`src/rtl/pps_phase_stream.sv`:
```
// N-channel PPS phase meter: per-epoch phase of each channel edge relative to the reference PPS.
// Latency: a snapshot's first beat is valid 1 cycle after its epoch closes (plus the input synchroniser).
// Backpressure: beats hold while o_valid & ~i_ready; epochs closing while streaming are dropped and counted.
module pps_phase_stream #(
  parameter int NCH         = 5,
  parameter int CNT_W       = 30,
  parameter int TIMEOUT     = 110000000,
  parameter int SYNC_STAGES = 2,
  localparam int CH_W       = (NCH > 1) ? $clog2(NCH) : 1
) (
  input  logic             i_clk,
  input  logic             i_res_n,
  input  logic             i_ref_pps,
  input  logic [NCH-1:0]   i_pps,
  output logic             o_valid,
  input  logic             i_ready,
  output logic [CH_W-1:0]  o_ch,
  output logic [CNT_W-1:0] o_phase,
  output logic             o_present,
  output logic             o_dup,
  output logic             o_ref_lost,
  output logic             o_last,
  output logic             o_busy,
  output logic [7:0]       o_overrun_cnt
);

  localparam logic [CNT_W-1:0] CNT_LAST = CNT_W'(TIMEOUT - 1);
  localparam logic [CH_W-1:0]  IDX_LAST = CH_W'(NCH - 1);

  typedef enum logic {IDLE, STREAM} state_t;

  state_t state, state_nxt;

  // Synchroniser chains and edge-detect history
  logic [SYNC_STAGES-1:0] ref_sync;
  logic [NCH-1:0]         pps_sync [SYNC_STAGES];
  logic                   ref_q_d;
  logic [NCH-1:0]         pps_q_d;
  logic                   ref_edge;
  logic [NCH-1:0]         pps_edge;

  // Epoch timing
  logic [CNT_W-1:0] cnt;
  logic [CNT_W-1:0] cnt_cur;
  logic             wrap;
  logic             close;
  logic             armed;

  // Working (open epoch) registers and their value including this cycle's edges
  logic [CNT_W-1:0] w_phase [NCH];
  logic [NCH-1:0]   w_present;
  logic [NCH-1:0]   w_dup;
  logic [CNT_W-1:0] m_phase [NCH];
  logic [NCH-1:0]   m_present;
  logic [NCH-1:0]   m_dup;

  // Snapshot buffer being streamed
  logic [CNT_W-1:0] s_phase [NCH];
  logic [NCH-1:0]   s_present;
  logic [NCH-1:0]   s_dup;
  logic             s_lost;

  logic [CH_W-1:0]  idx;
  logic [7:0]       overrun;
  logic             beat_acc;
  logic             last_acc;
  logic             publish;
  logic             drop;

  // Bring the asynchronous PPS inputs into i_clk through identical pipelines
  always_ff @(posedge i_clk or negedge i_res_n) begin
    if (!i_res_n) begin
      ref_sync <= '0;
      for (int k = 0; k < SYNC_STAGES; k++) pps_sync[k] <= '0;
      ref_q_d  <= 1'b0;
      pps_q_d  <= '0;
    end else begin
      ref_sync    <= {ref_sync[SYNC_STAGES-2:0], i_ref_pps};
      pps_sync[0] <= i_pps;
      for (int k = 1; k < SYNC_STAGES; k++) pps_sync[k] <= pps_sync[k-1];
      ref_q_d     <= ref_sync[SYNC_STAGES-1];
      pps_q_d     <= pps_sync[SYNC_STAGES-1];
    end
  end

  assign ref_edge = ref_sync[SYNC_STAGES-1] & ~ref_q_d;
  assign pps_edge = pps_sync[SYNC_STAGES-1] & ~pps_q_d;

  // The ref-edge cycle itself counts as phase 0, so an edge k cycles later reads k
  assign cnt_cur  = ref_edge ? '0 : cnt;
  assign wrap     = ~ref_edge & (cnt == CNT_LAST);
  assign close    = ref_edge | wrap;

  assign beat_acc = (state == STREAM) & i_ready;
  assign last_acc = beat_acc & (idx == IDX_LAST);
  // A snapshot may land in the buffer only when the previous one is fully consumed
  assign publish  = close & armed & ((state != STREAM) | last_acc);
  assign drop     = close & armed & (state == STREAM) & ~last_acc;

  // Fold this cycle's channel edges into the open epoch; a ref-coincident edge is excluded
  always_comb begin
    for (int c = 0; c < NCH; c++) begin
      m_phase[c]   = (pps_edge[c] & ~ref_edge & ~w_present[c]) ? cnt : w_phase[c];
      m_present[c] = w_present[c] | (pps_edge[c] & ~ref_edge);
      m_dup[c]     = w_dup[c] | (pps_edge[c] & ~ref_edge & w_present[c]);
    end
  end

  // Phase counter and arming on the first reference edge
  always_ff @(posedge i_clk or negedge i_res_n) begin
    if (!i_res_n) begin
      cnt   <= '0;
      armed <= 1'b0;
    end else begin
      cnt <= wrap ? '0 : cnt_cur + CNT_W'(1);
      if (ref_edge) armed <= 1'b1;
    end
  end

  // Working registers: accumulate within an epoch, restart on close (seeding a ref-coincident edge at 0)
  always_ff @(posedge i_clk or negedge i_res_n) begin
    if (!i_res_n) begin
      for (int c = 0; c < NCH; c++) w_phase[c] <= '0;
      w_present <= '0;
      w_dup     <= '0;
    end else if (close) begin
      for (int c = 0; c < NCH; c++) w_phase[c] <= '0;
      w_present <= pps_edge & {NCH{ref_edge}};
      w_dup     <= '0;
    end else begin
      for (int c = 0; c < NCH; c++) w_phase[c] <= m_phase[c];
      w_present <= m_present;
      w_dup     <= m_dup;
    end
  end

  // Snapshot buffer capture and saturating drop counter
  always_ff @(posedge i_clk or negedge i_res_n) begin
    if (!i_res_n) begin
      for (int c = 0; c < NCH; c++) s_phase[c] <= '0;
      s_present <= '0;
      s_dup     <= '0;
      s_lost    <= 1'b0;
      overrun   <= '0;
    end else begin
      if (publish) begin
        for (int c = 0; c < NCH; c++) s_phase[c] <= m_phase[c];
        s_present <= m_present;
        s_dup     <= m_dup;
        s_lost    <= ~ref_edge;
      end
      if (drop && overrun != 8'hFF) overrun <= overrun + 8'd1;
    end
  end

  // Beat index advances on each accepted beat and rewinds after the last one
  always_ff @(posedge i_clk or negedge i_res_n) begin
    if (!i_res_n) begin
      idx <= '0;
    end else if (beat_acc) begin
      idx <= last_acc ? '0 : idx + CH_W'(1);
    end
  end

  // FSM state register
  always_ff @(posedge i_clk or negedge i_res_n) begin
    if (!i_res_n) state <= IDLE;
    else          state <= state_nxt;
  end

  // FSM next state: stream a fresh snapshot, chaining directly if one closes on the last beat
  always_comb begin
    state_nxt = state;
    case (state)
      IDLE:    if (publish) state_nxt = STREAM;
      STREAM:  if (last_acc) state_nxt = publish ? STREAM : IDLE;
      default: state_nxt = IDLE;
    endcase
  end

  // FSM outputs: beat fields come from the buffer and are zero whenever no beat is offered
  always_comb begin
    o_valid       = (state == STREAM);
    o_busy        = (state == STREAM);
    o_ch          = '0;
    o_phase       = '0;
    o_present     = 1'b0;
    o_dup         = 1'b0;
    o_ref_lost    = 1'b0;
    o_last        = 1'b0;
    o_overrun_cnt = overrun;
    if (state == STREAM) begin
      o_ch       = idx;
      o_phase    = s_present[idx] ? s_phase[idx] : '1;
      o_present  = s_present[idx];
      o_dup      = s_present[idx] & s_dup[idx];
      o_ref_lost = s_lost;
      o_last     = (idx == IDX_LAST);
    end
  end

endmodule
```
`config.mk`:
```
export PLATFORM = sky130hd
export DESIGN_NAME = pps_phase_stream
export DESIGN_NICKNAME = d
export VERILOG_FILES = /design/src/rtl/pps_phase_stream.sv
export SDC_FILE = /design/constraint.sdc
export NUM_CORES = 1
export LEC_CHECK = 0
export ABC_AREA = 1
export CORE_UTILIZATION = 44
export CTS_CLUSTER_DIAMETER = 30
export CTS_CLUSTER_SIZE = 8
export DETAILED_ROUTE_END_ITERATION = 10
export SYNTH_ARGS = -nofsm -noshare
export SYNTH_HDL_FRONTEND = slang
export SYNTH_SLANG_ARGS = --single-unit
```
`constraint.sdc`:
```
create_clock -name i_clk -period 2.2 [get_ports i_clk]
set_input_delay 0.33 -clock i_clk [delete_from_list [all_inputs] [get_ports i_clk]]
set_output_delay 0.33 -clock i_clk [all_outputs]
set_load 0.03 [all_outputs]
```
# Yosys cells after proc, flatten, opt, wreduce, memory -nomap -nowiden
# Index checks and enable logic that the tools add are counted.
[classes]
reduce_logical = 1
n_bitwise = 49
order_cmp = 2
eq_ne = 3
add_sub_neg = 3
n_mux = 28
[op_table]
columns = ["operator", "n"]
rows = [
  ["30-bit two-way mux", 11],
  ["150-bit two-way mux", 1],
  ["30-bit binary-select mux with 3-bit select", 1],
  ["30-bit by 1-bit adder with 30-bit output (second input constant)", 1],
  ["30-bit by 27-bit == test with 1-bit output (second input constant)", 1],
  ["1-bit AND", 24],
  ["1-bit OR", 12],
  ["5-bit AND", 2],
  ["5-bit two-way mux", 2],
  ["1-bit NOT", 9],
  ["8-bit by 1-bit adder with 8-bit output (second input constant)", 1],
  ["1-bit two-way mux", 8],
  ["8-bit != test (second input constant)", 1],
  ["1-bit binary-select mux with 3-bit select", 2],
  ["3-bit two-way mux", 2],
  ["5-bit NOT", 1],
  ["4-bit >= comparator (second input constant)", 1],
  ["3-bit by 4-bit less-than comparator with 1-bit output (second input constant)", 1],
  ["3-bit NOT with 4-bit output", 1],
  ["3-bit by 1-bit adder with 3-bit output (second input constant)", 1],
  ["3-bit == test (second input constant)", 1],
  ["1-bit one-hot mux with 2 select lines", 1],
  ["1-bit logical AND", 1],
]
[totals]
output_inout_bits = 47
inputBits = 9
reg_bits = 382
word_cells = 111

# Depth between registers and ports, before layout
# Gate-level depths: netlist of the first run.
[logic_depth]
depth_word = 10
ltp_mapped = 14
ltp_nobuf = 13

# Worst setup path after synthesis of the first run
# No wires, ideal clock.
[synth_path]
kind = "reg2reg"
startpoint = "register idx[0]"
endpoint = "register s_phase[100] (netlist bit)"
setup_slack_ps = -382
required_time_ps = 2134
synth_period_minus_slack_ps = 2582
arrival_time_ps = 2516
n_path_buf = 6
path_stages_with_launch = 15
path_cell_list = "dfrtp_1 -> buf_2 -> clkinv_1 -> buf_2 -> buf_1 -> ha_1 -> inv_1 -> nor2_2 -> nand2_1 -> nand2_2 -> buf_4 -> buf_8 -> buf_6 -> nand4_1 -> nand2_1"
[synth_between]
elab_chain_cells = 4
[synth_lines]
columns = ["element", "line", "text"]
rows = [
  ["start: declaration", "63", "logic [CH_W-1:0] idx;"],
  ["start signal: assignment", "161", "idx <= last_acc ? '0 : idx + CH_W'(1);"],
  ["3-bit == test", "95", "assign last_acc = beat_acc & (idx == IDX_LAST);"],
  ["1-bit AND", "95", ""],
  ["1-bit OR", "97", "assign publish = close & armed & ((state != STREAM) | last_acc);"],
  ["1-bit AND", "97", ""],
  ["end: declaration", "58", "logic [CNT_W-1:0] s_phase [NCH];"],
]
# Every way passes these cells.
# A chain may end at the register's enable or synchronous reset.

# Worst setup path in the final report of the first run
[layout_path]
startpoint = "register idx[0]"
endpoint = "output o_phase[19]"
[layout_between]
elab_chain_cells = 6
[layout_lines]
columns = ["element", "line", "text"]
rows = [
  ["3-bit NOT with 4-bit output (implied by the code)", "194", "o_phase = s_present[idx] ? s_phase[idx] : '1;"],
  ["30-bit binary-select mux with 3-bit select", "194", ""],
  ["30-bit two-way mux (implied by the code) (2 in series)", "194", ""],
  ["30-bit two-way mux (*)", "194", ""],
  ["30-bit two-way mux (*)", "192", "if (state == STREAM) begin"],
  ["end: declaration", "18", "output logic [CNT_W-1:0] o_phase,"],
]
# Every way passes the cells marked *; elsewhere a longest branch is shown, timed or not. The select of a mux whose other input is x is not followed.

==> flow_metrics.env, run 1 <==
export IMPL_syn_num_nets=2531
export IMPL_ys_seq_elements=382
export IMPL_skew_ns=0.0269
export IMPL_numPortBuffers=55
export IMPL_maxCapViolCount=0
export IMPL_internal_power_mw=24.6
export IMPL_rows=76
export IMPL_fin_crit_sh_pct=124
export IMPL_reg2reg_depth=11
export IMPL_critPathMaxStageDelay_ns=0.46
export IMPL_grt_ovfl_total=0
export IMPL_die_area_mm2=0.0452
export IMPL_grt_pass1_wl_um=94300
export IMPL_nFillCells=3837
export IMPL_cp_arrival_ns=2.39
export IMPL_drive_gt1_share_pct=15.6
export IMPL_cpMostUsedCell="buf_6"
export IMPL_p_switching_mw=14.0
export IMPL_numCtsBuffers=95
export IMPL_htreeDepth=3
export IMPL_place_hpwl_um=35300
export IMPL_io_pin_count=56
export IMPL_pwr_share_clk_pct=37.3
export IMPL_cts_tree="built"
export IMPL_syn_inst=2518
export IMPL_vias=17300
export IMPL_final_cells=3288
export IMPL_synthToLayoutAreaGrowth_pct=31.5
export IMPL_pwr_density_cell_mw_per_mm2=1500
export IMPL_grt_max_degree=101
export IMPL_clk_pin_slew_ns=0.04
export IMPL_drt_iter0_markers=1557
export IMPL_yosysUniqueCellTypes=32
export IMPL_wire_per_inst_um=18.3
export IMPL_clock_path_buffers=3
export IMPL_worst_slack_ns=-0.519
export IMPL_status="complete, but fails checks"
export IMPL_seqPwrFrac_pct=25.0
export IMPL_gp_congestion=0.887
export IMPL_path_cells="clkinv_4 -> buf_6 -> nand2_2 -> nand3_2 -> nand3_2 -> o31ai_4 -> buf_6 -> clkbuf_16 -> a31oi_4 -> buf_6"
export IMPL_critPathMaxFanout=8
export IMPL_max_slew_margin_pct=59.6
export IMPL_clock_latency_ns=0.62
export IMPL_cp_end_kind="output port"
export IMPL_core_mm2=0.0435
export IMPL_diodes=0
export IMPL_yosys_warnings=0
export IMPL_swShare_pct=36.3
export IMPL_final_max_slew_viol_count=0
export IMPL_cts_root_buffer="clkbuf_16"
export IMPL_cp_endpoint="o_phase[19]"
export IMPL_routed_via_density=5.27
export IMPL_die_y_um=213
export IMPL_syn_area_per_cell_um2=7.75
export IMPL_final_hold_viol_count=0
export IMPL_required_ns=1.87
export IMPL_grt_pass1_vias=16800
export IMPL_reg2reg_slack_ns=0.10
export IMPL_period_minus_slack_ns=2.72
export IMPL_hold_class="in -> reg"
export IMPL_pwr_share_comb_pct=37.7
export IMPL_regToRegStartpoint="idx[0]"
export IMPL_ant_nets=0
export IMPL_clock_sinks=382
export IMPL_cp_slowest_cell="dfrtp_2"
export IMPL_grt_usage_pct=27.2
export IMPL_antenna_found_initial=1
export IMPL_violations="setup timing"
export IMPL_ys_seq_area_share_pct=49.0
export IMPL_path_class="reg -> out"
export IMPL_drt_pass1_iter_count=6
export IMPL_die_width_um=213
export IMPL_min_from="i_pps[4]"
export IMPL_rsz0062_at_grt="yes"
export IMPL_place_ws_ns=-0.112
export IMPL_nets=2640
export IMPL_synth_area_mm2=0.0195
export IMPL_setup_viol=32
export IMPL_irDropWorstVdd_v=0.00110
export IMPL_crit_start="idx[0]"
export IMPL_r2r_end="s_phase[87]"
export IMPL_totalWireLength_um=60200
export IMPL_start_util_pct=44.9
export IMPL_startpoint_type="flip-flop"
export IMPL_dp_cells=3090
export IMPL_remaining_drc_errors=0
export IMPL_p_leak_nw=13.0
export IMPL_fmax_ghz=0.368
export IMPL_worstMarginPinSlew_ns=0.605
## cell usage in the layout, fill, tap and decap left out, drive strengths merged, types with 3 or more instances in the layout
| cell | netlist | final |
|---|---|---|
| nor2 | 311 | 311 |
| a31oi | 30 | 30 |
| inv | 383 | 384 |
| a21oi | 4 | 4 |
| clkinv | 1 | 24 |
| nand4 | 210 | 210 |
| nand3 | 64 | 64 |
| o21a | 150 | 150 |
| clkbuf | 83 | 136 |
| clkdlybuf4s50 | 0 | 17 |
| bufinv | 0 | 13 |
| o22ai | 31 | 31 |
| xor2 | 9 | 9 |
| xnor2 | 6 | 6 |
| ha | 4 | 4 |
| o21ai | 80 | 80 |
| buf | 114 | 186 |
| clkinvlp | 0 | 3 |
| nor3 | 5 | 5 |
| dfrtp | 382 | 382 |
| nand2 | 645 | 645 |
## kinds of logic (layout without fill, tap and decap cells)
| logic type | count (synthesis) | in the layout | synth area share [%] |
|---|---|---|---|
| adder cells (fa/ha/maj) | 4 | 4 | 0.256 |
| buffers and inverters | 581 | 766 | 12.9 |
| AND/OR/NAND/NOR | 1240 | 1240 | 27.3 |
| XOR/XNOR | 15 | 15 | 0.673 |
| AO/OA/AOI/OAI | 296 | 296 | 9.92 |
| flip-flops | 382 | 382 | 49.0 |
## worst max-delay path, delay by kind of cell, from the launching register on
family	cells	cell delay (ns)
buffers and inverters	5	0.77
DFF	1	0.46
and+or+nand+nor	3	0.20
AOI/OAI and AO/OA	2	0.31
## sequential cells by signal, indices dropped and copies added, names as in the netlist, 2 cells and up
name	cells
cnt	30
idx	3
o_overrun_cnt	8
pps_q_d	5
pps_sync	10
ref_sync	2
s_dup	5
s_phase	150
s_present	5
w_dup	5
w_phase	150
w_present	5
## worst min path at each step
| stage | depth (start not counted) | endpoint | slack [ns] |
|---|---|---|---|
| 2_1_floorplan | 0 | armed | 0.03 |
| 3_3_place_gp | 0 | pps_sync[3] | 0.33 |
| 3_5_place_dp | 0 | pps_sync[0] | 0.34 |
| 4_1_cts | 1 | pps_sync[9] | 0.12 |
| 5_1_grt | 1 | pps_sync[9] | 0.13 |
| 6_report | 1 | pps_sync[9] | 0.15 |
## synthesized netlist by cell type
library cell / instances / area (um^2)
nor2_4: 1 / 11.3
nand3b_1: 1 / 7.51
o21ai_0: 80 / 400
nand3_1: 62 / 310
buf_6: 18 / 203
dfrtp_1: 382 / 9560
a31oi_1: 30 / 188
buf_4: 34 / 255
a21oi_1: 4 / 20.0
clkbuf_1: 83 / 312
o31ai_1: 1 / 7.51
buf_2: 51 / 255
and2_1: 2 / 12.5
or2_2: 2 / 12.5
buf_8: 1 / 15.0
nand3_2: 1 / 10.0
ha_1: 4 / 50.1
nor2_2: 3 / 18.8
nand2_2: 3 / 18.8
xor2_1: 9 / 78.8
inv_2: 3 / 11.3
clkinv_1: 1 / 3.75
nor2_1: 307 / 1150
inv_1: 380 / 1430
nand2_1: 642 / 2410
nor3_1: 5 / 25.0
o21a_1: 150 / 1130
o22ai_1: 31 / 194
nand3_4: 1 / 17.5
buf_1: 10 / 37.5
nand4_1: 210 / 1310
xnor2_1: 6 / 52.6
## power groups by stage
stage	Clock [mW]	Combinational, mW	Sequential, mW
CTS	14.6	13.0	9.62
global route	15.0	15.5	9.82
finish	14.4	14.6	9.66
floorplan	0	7.23	9.47
detailed placement	0	11.6	9.67
global placement	0	11.5	9.65
## cell type report
class | instances | area [um^2] | share of cell area [%]
tap | 585 | 732 | 2.85
sequential | 382 | 9570 | 37.3
inverter | 384 | 1450 | 5.65
clock buffer | 133 | 2750 | 10.7
clock inverter | 40 | 603 | 2.35
multi-input combinational | 1555 | 7980 | 31.1
timing repair buffer | 209 | 2590 | 10.1
## routing by layer
metal / GRT usage, % / share of wire, %
met3: 5.30 / 6.7
met2: 43.1 / 47
met1: 37.2 / 44
met5: 0 / 0
met4: 8.81 / 2.4
## per-stage QoR
step	util (%)	instance area, um^2	power, mW	hold WS, ns	setup TNS (ns)
after floorplan	-	19500	16.7	0.0344	0
after global placement	48.9	21200	21.1	0.333	-0.196
after detailed placement	48.9	21200	21.3	0.341	-0.225
after CTS	57.9	25200	37.2	0.124	-13.47
after global routing	59.1	25700	40.3	0.131	-17.05
final	59.1	25700	38.6	0.151	-14.30
## repair_timing
action,in CTS,in global routing
gates resized for setup,67,70
pin swaps,9,11
hold endpoints to repair,42,0
hold buffers,1,0
cloned,7,4
buffers inserted,10,7
endpoints found under the setup margin,36,124
Power figures use the tool's default switching activity.
==> inputs of run 2 (changes only) <==
--- a/config.mk
+++ b/config.mk
@@ -6,10 +6,13 @@
 export NUM_CORES = 1
 export LEC_CHECK = 0
 export ABC_AREA = 1
-export CORE_UTILIZATION = 44
+export CELL_PAD_IN_SITES_DETAIL_PLACEMENT = 1
+export CELL_PAD_IN_SITES_GLOBAL_PLACEMENT = 1
+export CORE_UTILIZATION = 42
 export CTS_CLUSTER_DIAMETER = 30
 export CTS_CLUSTER_SIZE = 8
 export DETAILED_ROUTE_END_ITERATION = 10
+export PLACE_DENSITY_LB_ADDON = 0.1
 export SYNTH_ARGS = -nofsm -noshare
 export SYNTH_HDL_FRONTEND = slang
 export SYNTH_SLANG_ARGS = --single-unit
==> flow_metrics.env, run 2 (synthesized netlist as in run 1, its figures left out) <==
export IMPL_start_util_pct=42.8
export IMPL_nets=2655
export IMPL_htreeDepth=3
export IMPL_regToRegStartpoint="idx[0]"
export IMPL_period_minus_slack_ns=2.77
export IMPL_diodes=0
export IMPL_grt_max_degree=78
export IMPL_setup_viol=32
export IMPL_startpoint_type="flip-flop"
export IMPL_numPortBuffers=55
export IMPL_nFillCells=5215
export IMPL_final_max_slew_viol_count=0
export IMPL_clock_latency_ns=0.65
export IMPL_status="complete, but fails checks"
export IMPL_regArea_mm2=0.00957
export IMPL_hold_class="in -> reg"
export IMPL_max_slew_margin_pct=60.6
export IMPL_min_from="i_pps[4]"
export IMPL_fin_crit_sh_pct=126
export IMPL_reg2reg_slack_ns=0
export IMPL_rows=78
export IMPL_gp_congestion=0.819
export IMPL_clock_path_buffers=3
export IMPL_die_area_mm2=0.0473
export IMPL_synthToLayoutAreaGrowth_pct=35.0
export IMPL_numCtsBuffers=110
export IMPL_r2r_end="s_phase[129]"
export IMPL_cp_end_kind="output port"
export IMPL_cts_root_buffer="clkbuf_16"
export IMPL_grt_pass1_wl_um=115000
export IMPL_die_y_um=218
export IMPL_antenna_found_initial=0
export IMPL_p_leak_nw=13.3
export IMPL_drt_pass1_iter_count=7
export IMPL_io_pin_count=56
export IMPL_fmax_ghz=0.362
export IMPL_violations="setup timing"
export IMPL_multi_input_area_mm2=0.00801
export IMPL_use_met1_pct=39.0
export IMPL_drt_iter0_markers=1470
export IMPL_core_mm2=0.0456
export IMPL_grt_pass1_vias=20100
export IMPL_rsz0062_at_grt="yes"
export IMPL_pwr_share_comb_pct=37.5
export IMPL_skew_ns=0.0202
export IMPL_place_ws_ns=-0.151
export IMPL_swShare_pct=36.5
export IMPL_irDropWorstVdd_v=0.00114
export IMPL_internal_power_mw=27.0
export IMPL_fin_setup_tns_ns=-15.14
export IMPL_cp_arrival_ns=2.44
export IMPL_drive_gt1_share_pct=17.4
export IMPL_hold_path_depth=1
export IMPL_p_switching_mw=15.5
export IMPL_seqPwrFrac_pct=23.0
export IMPL_whs_ns=0.129
export IMPL_wire_per_inst_um=22.1
export IMPL_largest_registers="s_phase x150, w_phase x150, cnt x30"
export IMPL_worstMarginPinSlew_ns=0.590
export IMPL_min_to="pps_sync[9]"
export IMPL_maxCapViolCount=0
export IMPL_ant_nets=0
export IMPL_final_common_cell="nand2_1"
export IMPL_grt_busiest_layer="met2"
export IMPL_met3_usage_pct=5.90
export IMPL_routed_via_density=5.50
export IMPL_final_hold_viol_count=0
export IMPL_pwr_share_clk_pct=39.5
export IMPL_worst_slack_ns=-0.565
export IMPL_finalPower_mw=42.5
export IMPL_path_class="reg -> out"
export IMPL_remaining_drc_errors=0
export IMPL_place_hpwl_um=40400
export IMPL_totalWireLength_um=73600
export IMPL_vias=18300
export IMPL_grt_use_met2_pct=53.9
export IMPL_layout_common_cells="631 x nand2_1, 379 x dfrtp_1, 376 x inv_1"
export IMPL_clk_pin_slew_ns=0.05
export IMPL_critPathMaxFanout=8
export IMPL_pwr_density_cell_mw_per_mm2=1610
export IMPL_clock_sinks=382
export IMPL_cts_tree="built"
export IMPL_die_width_um=218
export IMPL_reg2reg_depth=11
export IMPL_required_ns=1.87
export IMPL_grt_ovfl_total=0
export IMPL_grt_usage_pct=31.6
-- run 2: cell count changes in the layout (fill, tap and decap cells not counted), moves of 5 or more --
cell and delta:
clkbuf_16 +15, o21ai_0 -11, clkinv_2 +9, nor2_1 -9
nor2_2 +8, a31oi_4 -7, o21ai_1 +7, a31oi_2 +5
clkinvlp_4 +5
-- run 2: worst max path at each step --
stage | startpoint | end | slack (ns) | cells after the start
2_1_floorplan | idx[0] | s_phase[100] | 0.03 | 14
6_report | idx[0] | o_phase[23] | -0.57 | 10
5_1_grt | idx[0] | o_phase[23] | -0.62 | 10
3_3_place_gp | idx[1] | o_phase[3] | -0.12 | 8
3_5_place_dp | idx[0] | o_phase[14] | -0.15 | 7
4_1_cts | idx[0] | o_phase[14] | -0.53 | 10
-- run 2: area by class of cell --
type | count | area share, %
sequential | 382 | 36.3
multi-input combinational | 1555 | 30.4
clock buffer | 149 | 12.1
timing repair buffer | 209 | 9.91
inverter | 384 | 5.53
tap | 600 | 2.85
clock inverter | 56 | 2.85
-- run 2: what timing repair did --
action                     CTS  global route
pin swaps                   23            26
setup endpoints to repair  157           199
buffers inserted            28             4
hold buffers                 1             0
hold endpoints to repair    35             0
cloned                      10             3
resized for setup          113            64
-- run 2: per-stage QoR --
step / cell area [um^2] / cells / utilization [%]
final: 26300 / 3335 / 57.8
after global routing: 26300 / 3335 / 57.8
after CTS: 26100 / 3334 / 57.3
after detailed placement: 21200 / 3092 / 46.5
after global placement: 21200 / 3092 / 46.5
after floorplan: 19500 / 2518 / -
-- run 2: power by group through the flow --
stage	sequential [mW]	clock [mW]	combinational (mW)
floorplan	9.47	0	7.23
global placement	9.60	0	12.1
detailed placement	9.67	0	12.5
CTS	9.66	16.9	15.1
global route	9.91	17.3	16.8
finish	9.77	16.8	16.0
-- run 2: critical path, cell delays in order (launching register included) --
cell	delay, ns
dfrtp_2	0.47
buf_6	0.15
nand2_2	0.05
nand3_2	0.08
nand3_2	0.10
o31ai_4	0.08
buf_12	0.15
buf_12	0.13
buf_16	0.15
a31oi_1	0.22
buf_4	0.21
-- run 2: routing by layer --
layer / part of all wire, % / wire [um]
met2: 49 / 36300
met3: 5.1 / 3750
met4: 4.2 / 3090
met5: 0 / 0
met1: 41 / 30500
